--- src/rtl/digit_pkg.sv ---
// Shared sizing constants and FSM encoding for the digit classifier sequencer.
package digit_pkg;

    localparam int N_CLASSES = 10;
    localparam int CHUNKS    = 4;
    localparam int ACC_W     = 22;
    localparam int CLS_W     = 4;

    localparam logic [1:0] ST_IDLE  = 2'd0;
    localparam logic [1:0] ST_FEED  = 2'd1;
    localparam logic [1:0] ST_DRAIN = 2'd2;

endpackage

--- src/rtl/argmax_track.sv ---
// Signed running maximum with index; a tie keeps the earlier (lower) index.
module argmax_track
    import digit_pkg::*;
#(
    parameter int VAL_W = ACC_W,
    parameter int IDX_W = CLS_W
) (
    input  logic             clk,
    input  logic             rst_n,
    input  logic             clear,
    input  logic             valid,
    input  logic             load,
    input  logic [VAL_W-1:0] value,
    input  logic [IDX_W-1:0] idx,
    output logic [IDX_W-1:0] win_idx
);

    logic signed [VAL_W-1:0] max_val;
    logic [IDX_W-1:0]        max_idx;
    logic                    take;

    // win_idx already includes the candidate presented this cycle, so the
    // final class can be resolved on the same edge it is captured.
    assign take    = valid && (load || ($signed(value) > max_val));
    assign win_idx = take ? idx : max_idx;

    always_ff @(posedge clk or negedge rst_n) begin
        if (!rst_n) begin
            max_val <= '0;
            max_idx <= '0;
        end else if (clear) begin
            max_val <= '0;
            max_idx <= '0;
        end else if (take) begin
            max_val <= $signed(value);
            max_idx <= idx;
        end
    end

endmodule

--- src/rtl/digit_classifier_ctrl.sv ---
// Sequencer for the mac3_acc neuron datapath: walks the ROMs per class,
// frames the accumulator, captures class scores and reports the argmax digit.
module digit_classifier_ctrl
    import digit_pkg::*;
#(
    parameter int N_CLASSES = digit_pkg::N_CLASSES,
    parameter int CHUNKS    = digit_pkg::CHUNKS,
    parameter int ACC_W     = digit_pkg::ACC_W,
    parameter int ADDR_W    = 6,
    parameter int MAC_LAT   = 2
) (
    input  logic              clk,
    input  logic              rst_n,
    input  logic              start,
    output logic              busy,
    output logic [ADDR_W-1:0] mem_addr,
    output logic [3:0]        bias_sel,
    output logic              mac_en,
    output logic              mac_first,
    input  logic [ACC_W-1:0]  acc_in,
    output logic              score_valid,
    output logic [3:0]        score_idx,
    output logic [ACC_W-1:0]  class_score,
    output logic              done,
    output logic [3:0]        class_id
);

    localparam int LAST_ADDR = N_CLASSES * CHUNKS - 1;
    localparam int CHUNK_W   = (CHUNKS > 1) ? $clog2(CHUNKS) : 1;

    logic [1:0]         state;
    logic [CHUNK_W-1:0] chunk_cnt;
    logic [CLS_W-1:0]   cls_cnt;
    logic               accept;
    logic               feed;
    logic               feed_last_chunk;
    logic               feed_last_addr;
    logic [MAC_LAT-1:0] last_pipe;
    logic [CLS_W-1:0]   idx_pipe [MAC_LAT];
    logic               capture;
    logic               final_capture;
    logic [CLS_W-1:0]   cap_idx;
    logic [CLS_W-1:0]   win_idx;

    assign accept          = (state == ST_IDLE) && start;
    assign feed            = (state == ST_FEED);
    assign feed_last_chunk = feed && (chunk_cnt == CHUNK_W'(CHUNKS - 1));
    assign feed_last_addr  = feed && (mem_addr == ADDR_W'(LAST_ADDR));
    assign capture         = last_pipe[MAC_LAT-1];
    assign cap_idx         = idx_pipe[MAC_LAT-1];
    assign final_capture   = capture && (cap_idx == CLS_W'(N_CLASSES - 1));
    assign busy            = (state != ST_IDLE) || done;

    always_ff @(posedge clk or negedge rst_n) begin
        if (!rst_n) begin
            state     <= ST_IDLE;
            mem_addr  <= '0;
            chunk_cnt <= '0;
            cls_cnt   <= '0;
        end else begin
            case (state)
                ST_IDLE: begin
                    if (start) begin
                        state     <= ST_FEED;
                        mem_addr  <= '0;
                        chunk_cnt <= '0;
                        cls_cnt   <= '0;
                    end
                end
                ST_FEED: begin
                    if (feed_last_addr) begin
                        state <= ST_DRAIN;
                    end else begin
                        mem_addr <= mem_addr + ADDR_W'(1);
                        if (chunk_cnt == CHUNK_W'(CHUNKS - 1)) begin
                            chunk_cnt <= '0;
                            cls_cnt   <= cls_cnt + CLS_W'(1);
                        end else begin
                            chunk_cnt <= chunk_cnt + CHUNK_W'(1);
                        end
                    end
                end
                ST_DRAIN: begin
                    if (final_capture) state <= ST_IDLE;
                end
                default: state <= ST_IDLE;
            endcase
        end
    end

    // Address-phase flags delayed one cycle to line up with ROM read data;
    // the last-chunk flag then rides a MAC_LAT delay line to the capture point.
    always_ff @(posedge clk or negedge rst_n) begin
        if (!rst_n) begin
            mac_en    <= 1'b0;
            mac_first <= 1'b0;
            bias_sel  <= '0;
            last_pipe <= '0;
            for (int i = 0; i < MAC_LAT; i++) idx_pipe[i] <= '0;
        end else begin
            mac_en       <= feed;
            mac_first    <= feed && (chunk_cnt == '0);
            if (feed) bias_sel <= cls_cnt;
            last_pipe[0] <= feed_last_chunk;
            idx_pipe[0]  <= cls_cnt;
            for (int i = 1; i < MAC_LAT; i++) begin
                last_pipe[i] <= last_pipe[i-1];
                idx_pipe[i]  <= idx_pipe[i-1];
            end
        end
    end

    always_ff @(posedge clk or negedge rst_n) begin
        if (!rst_n) begin
            score_valid <= 1'b0;
            score_idx   <= '0;
            class_score <= '0;
            done        <= 1'b0;
            class_id    <= '0;
        end else begin
            score_valid <= capture;
            if (capture) begin
                class_score <= acc_in;
                score_idx   <= cap_idx;
            end
            done <= final_capture;
            if (final_capture) class_id <= win_idx;
        end
    end

    argmax_track #(
        .VAL_W (ACC_W),
        .IDX_W (CLS_W)
    ) u_argmax (
        .clk     (clk),
        .rst_n   (rst_n),
        .clear   (accept),
        .valid   (capture),
        .load    (cap_idx == '0),
        .value   (acc_in),
        .idx     (cap_idx),
        .win_idx (win_idx)
    );

endmodule

--- config.mk ---
export PLATFORM = sky130hd
export DESIGN_NAME = digit_classifier_ctrl
export DESIGN_NICKNAME = d
export VERILOG_FILES = /design/src/rtl/digit_pkg.sv /design/src/rtl/argmax_track.sv /design/src/rtl/digit_classifier_ctrl.sv
export SDC_FILE = /design/constraint.sdc
export NUM_CORES = 1
export LEC_CHECK = 0
export CAP_MARGIN = 5
export CORE_UTILIZATION = 53
export DETAILED_ROUTE_END_ITERATION = 10
export HOLD_SLACK_MARGIN = 0.05
export PLACE_DENSITY = 0.88
export SLEW_MARGIN = 40
export SYNTH_ARGS = -nofsm -noshare
export SYNTH_HDL_FRONTEND = slang
export SYNTH_SLANG_ARGS = --single-unit
--- constraint.sdc ---
create_clock -name clk -period 3.35 [get_ports clk]
set_input_delay 0.67 -clock clk [delete_from_list [all_inputs] [get_ports clk]]
set_output_delay 0.67 -clock clk [all_outputs]
set_load 0.05 [all_outputs]
After elaboration in Yosys (flattened, before gate mapping)

Cells that the tools add are included.

Add/subtract/negate cells: 3
Magnitude comparators: 1
Equality and inequality tests: 10
Mux-type cells: 19
Reductions and logical operators: 17

Operator list:

| cell                                                                  | number |
|---|---|
| 22-bit two-way mux                                                    | 2 |
| 22-bit > comparator                                                   | 1 |
| 4-bit two-way mux                                                     | 5 |
| 2-bit two-way mux                                                     | 6 |
| 6-bit two-way mux                                                     | 2 |
| 6-bit one-hot mux with 2 select lines                                 | 1 |
| 4-bit one-hot mux with 2 select lines                                 | 1 |
| 6-bit by 1-bit adder with 6-bit output, second input constant         | 1 |
| 6-bit equality test, second input constant                            | 1 |
| 1-bit logical AND                                                     | 6 |
| 2-bit != test, second input constant                                  | 3 |
| 2-bit one-hot mux with 3 select lines                                 | 1 |
| 3-bit AND reduction                                                   | 2 |
| 2-bit nonzero test                                                    | 3 |
| 4-bit by 1-bit adder with 4-bit output, second input constant         | 1 |
| 2-bit equality test, second input constant                            | 2 |
| 4-bit equality test, second input constant                            | 1 |
| 2-bit zero test                                                       | 2 |
| 4-bit zero test                                                       | 1 |
| 2-bit by 1-bit != test with 1-bit output, second input constant       | 2 |
| 2-bit one-hot mux with 2 select lines                                 | 1 |
| 4-bit AND reduction                                                   | 1 |
| 2-bit by 1-bit adder with 2-bit output, second input constant         | 1 |
| 2-bit by 1-bit equality test with 1-bit output, second input constant | 1 |
| 1-bit logical OR                                                      | 2 |

Bits in registers: 88
Bits of input ports: 25
Output and inout bits: 45

Longest topological paths before layout

Word-level depth: 5
Mapped depth: 9
Depth with buffers taken out: 8

Cells and area by module

From an unflattened synthesis, not the netlist that was laid out.

Cell total of the unflattened synthesis: 371
Area total of the unflattened synthesis: 4275.4 µm²

Modules (own cells, without submodules):

| module                | times used | cells each | area an instance (µm²) |
|---|---|---|---|
| digit_classifier_ctrl | 1          | 174        | 2367.3 |
| argmax_track          | 1          | 197        | 1908.1 |

Worst setup path before layout

Ideal clock, no wire load.

Path type: input -> register
Start: input port acc_in[4]
End: register u_argmax.max_val[1]
Arrival time: 2.548 ns
Required time: 3.228 ns
Setup slack: 0.681 ns
Cell stages on the path: 8
Path buffers: 1
Cell sequence: ha_1 > and4_1 > o21a_1 > o31a_1 > o311a_1 > o31ai_1 > buf_2 > o2bb2ai_1

Word-level cells in the longest chain between the ends: 4

RTL lines:

| what                         | RTL line                    | source |
|---|---|---|
| from (decl)                  | digit_classifier_ctrl.sv:20 | `input logic [ACC_W-1:0] acc_in,` |
| 22-bit > comparator          | argmax_track.sv:24          | `assign take = valid && (load \|\| ($signed(value) > max_val));` |
| 1-bit logical OR             | argmax_track.sv:24          |  |
| 1-bit logical AND            | argmax_track.sv:24          |  |
| 2-bit nonzero test (no line) | -                           |  |
| to (signal assigned)         | argmax_track.sv:35          | `max_val <= $signed(value);` |
| to (decl)                    | argmax_track.sv:18          | `logic signed [VAL_W-1:0] max_val;` |

Every way passes these cells.
A chain may end at the register's enable or synchronous reset.

Final worst setup path

Start: input port acc_in[21]
End: register u_argmax.max_val[10]

Same word-level chain as after synthesis.

==> key figures <==
Status
  – Run status: finished, final reports clean

Placement
  – Post-Place Cells: 541
  – Count of buffers inserted at the top-level ports: 69
  – Pre-CTS WS: 41.5 ps
  – HPWL after detailed placement: 5990 um
  – Gpl congestion: 0.779

Synthesis
  – Commonest register cell after synthesis: sky130_fd_sc_hd__dfrtp_1
  – Library cell occupying the most area in the post-synthesis netlist: sky130_fd_sc_hd__dfrtp_1
  – Most instantiated library cell after synthesis: sky130_fd_sc_hd__dfrtp_1
  – Synthesis warning total: 0
  – Number of synthesized register bits: 88
  – Syn Inst Count: 381
  – Cell area after synthesis: 3990 um^2
  – Sequential share of the synthesized area: 0.552
  – Post-synth EDFFs: 0
  – Synthesized Nets: 432
  – Most area-consuming cells after synthesis: sky130_fd_sc_hd__dfrtp_1 (55%), sky130_fd_sc_hd__ha_1 (8.2%), sky130_fd_sc_hd__o2bb2ai_1 (5.5%), sky130_fd_sc_hd__nand2_1 (5.2%), sky130_fd_sc_hd__inv_1 (4.6%)
  – Asr flop ratio synth: 1.00
  – Commonest cells post-synth: sky130_fd_sc_hd__dfrtp_1 (88), sky130_fd_sc_hd__nand2_1 (55), sky130_fd_sc_hd__inv_1 (49), sky130_fd_sc_hd__o21ai_0 (35), sky130_fd_sc_hd__ha_1 (26)
  – Mean cell area of the mapped netlist: 10.5 um^2
  – Count of different cell masters after synthesis: 45
  – Area share of the largest cell type after synthesis: 0.552

Power
  – Power density over cell area: 1020 nW/um^2
  – Leak pwr: 2.30 nW
  – IR Drop Worst-Case VDD: 612 uV

Drt
  – Antenna viol nets, final: 0
  – DRC violations left: 0
  – DRC violation total after the first TritonRoute iteration: 170
  – Drt total wl: 8460 um
  – Number of iterations in the first detailed-routing pass: 4
  – Vias per cell: 5.42
  – Mean routed wirelength per cell: 15.2 um
  – Number of vias in the routed layout: 3,017

Worst setup path
  – Arrival time of data at the critical path endpoint: 3230 ps
  – Startpoint types: input pin
  – CP endpoint kind: flop
  – Cell at the slowest stage of the critical path: sky130_fd_sc_hd__clkdlybuf4s50_1
  – Required time of the critical path: 3620 ps
  – Peak fanout along the critical path: 18
  – Gate family responsible for the most delay along the worst path: simple AND/OR/NAND/NOR gates
  – Buffers & Inverters on Critical Path: 2
  – Class of the most critical setup path: input pin to flop
  – Stage delay of the slowest cell on the critical path: 440 ps
  – Critical Path, Cell by Cell: clkdlybuf4s50_1 -> ha_1 -> nand4_2 -> nor4_4 -> a41o_1 -> o21ai_2 -> nor4b_4 -> buf_4 -> o2bb2ai_1

Cells and area
  – Number of diodes added for antenna fixing: 0
  – Synthesis-to-layout area growth: 25.3%
  – FILL cells: 525
  – Number of nets in the layout: 504
  – Ratio of cells with drive above 1 in the final layout: 0.0721
  – Post-layout util: 0.689
  – Final cell count without fillers: 557

Die
  – Width of the die: 88.8 um
  – Die area: 7880 um^2
  – # IOs: 70
  – Cell row count: 31
  – Height of the die: 88.8 um
  – Effective utilization at floorplan: 0.550
  – Core footprint: 7250 um^2

Clock tree
  – CTS clk-pin slew, worst paths: 80 ps
  – H-tree depth reported by CTS: 3
  – Quantity of gates resized following cts: 0
  – Root buf cell: sky130_fd_sc_hd__clkbuf_8
  – TritonCTS clock tree: built
  – Number of hold buffers added after cts: 0
  – Sinks on Clock Net: 88
  – Maximum number of buffers from clock root to sink: 2
  – Clock latency on the worst-skew pair: 350 ps
  – Total clock buffers created by CTS: 9
  – Buffer count from post-CTS setup fixing: 0

Global route
  – First-pass GRT wire length: 13,600 um
  – Number of antenna violations at the first check in global routing: 0
  – Number of global-route vias before repair: 2,988
  – Congestion Overflow GR: 0
  – Global-route usage over all layers: 0.230
  – Largest net degree at the start of global routing: 89

STA
  – Max-slew headroom at the worst pin: 0.552
  – Setup-failing EPs final: 0
  – Post-layout minimum cycle time: 2960 ps
  – Setup Skew: 7.46 ps
  – Actual transition at the worst max-transition pin: 672 ps
  – Unrepaired setup endpoints after global routing: no
  – Upper clock frequency limit: 337 MHz
  – Period utilization: 0.885
  – Hold Worst Slack: 352 ps
  – Final Worst Setup Slack: 386 ps
  – Max-slew violation total from the final report: 0
  – Setup Total Neg Slack: 0 ps
  – Final hold violations: 0

Run
  – Max_cap viols: 0

Hold path
  – Hold Path Class: input pin to asynchronous set/reset pin
==> registers in the layout, summed over array words and instances (netlist names) <==
name	count
mac_en	1
u_argmax.max_idx	4
u_argmax.max_val	22
cls_cnt	4
score_idx	4
last_pipe	2
done	1
mem_addr	6
state	2
chunk_cnt	2
class_id	4
cap_idx	4
mac_first	1
bias_sel	4
class_score	22
score_valid	1
idx_pipe	4
==> report_power, final <==
group | switching (mW) | internal (mW)
registers | 0.298 | 1.49
clock network | 0.354 | 0.384
logic | 1.67 | 0.928
==> worst register-to-register path: cells and delay by family (launching register included) <==
family	cells	cell delay, ps
buf+inv	2	330
simple gates	3	870
flops	1	350
compound gates	3	520
fa+ha+maj	1	410
==> per-stage QoR <==
| step | power (mW) | area, um^2 |
|---|---|---|
| after CTS | 5.15 | 5000 |
| after floorplan | 3.53 | 3990 |
| after global placement | 4.29 | 4790 |
| after global routing | 5.45 | 5000 |
| after detailed placement | 4.40 | 4800 |
| final | 5.12 | 5000 |
==> path summary, 6_finish.rpt <==
check	start	depth (start not counted)	slack, ps	to
worst max-delay path	acc_in[21]	9	390	u_argmax.max_val[10]
worst min-delay path	rst_n	1	350	class_score[16]
worst max register to register	u_argmax.max_val[21]	9	790	u_argmax.max_val[10]
worst min register to register	idx_pipe[6]	0	350	cap_idx[2]
max in group asynchronous	rst_n	1	2520	class_score[2]
min in group clk	idx_pipe[6]	0	350	cap_idx[2]
==> placed cells by master, fill, tap and decap left out, drive strengths merged, types with 2 or more instances in the layout <==
| cell | instances |
|---|---|
| a21oi | 13 |
| a31o | 2 |
| and2 | 4 |
| buf | 5 |
| clkbuf | 14 |
| clkdlybuf4s50 | 68 |
| clkinv | 2 |
| dfrtp | 88 |
| ha | 26 |
| inv | 50 |
| mux2 | 4 |
| nand2 | 55 |
| nand3 | 6 |
| nand4 | 8 |
| nor2 | 14 |
| nor2b | 3 |
| nor3 | 2 |
| nor4 | 3 |
| o21ai | 37 |
| o2bb2ai | 25 |
| o31ai | 3 |
| or3 | 3 |
| xor2 | 5 |
==> kinds of logic (layout without fill, tap and decap cells) <==
logic type      after synthesis  after routing  synth area share
compound gates               91             91             0.151
simple gates                103            103             0.127
xor+xnor                      5              5            0.0110
flops                        88             88             0.552
fa+ha+maj                    26             26            0.0815
buf+inv                      63            140            0.0637
mux                           5              5            0.0138
==> cell type report <==
| cell class | count | area [um^2] | area share |
|---|---|---|---|
| clock inverter | 3 | 40.0 | 0.00801 |
| timing repair buffer | 74 | 744 | 0.149 |
| multi-input combinational | 230 | 1540 | 0.309 |
| clock buffer | 13 | 159 | 0.0318 |
| sequential | 88 | 2200 | 0.440 |
| inverter | 50 | 188 | 0.0375 |
| tap | 99 | 124 | 0.0248 |
==> routing by layer <==
metal	GRT usage	share of wire	vias to the layer above
met1	0.274	0.43	1480
met4	0.106	0.018	0
met2	0.406	0.51	78
met5	0	0	-
li1	-	-	1442
met3	0.0420	0.048	17
No activity file was read; power rests on OpenSTA's default activity.
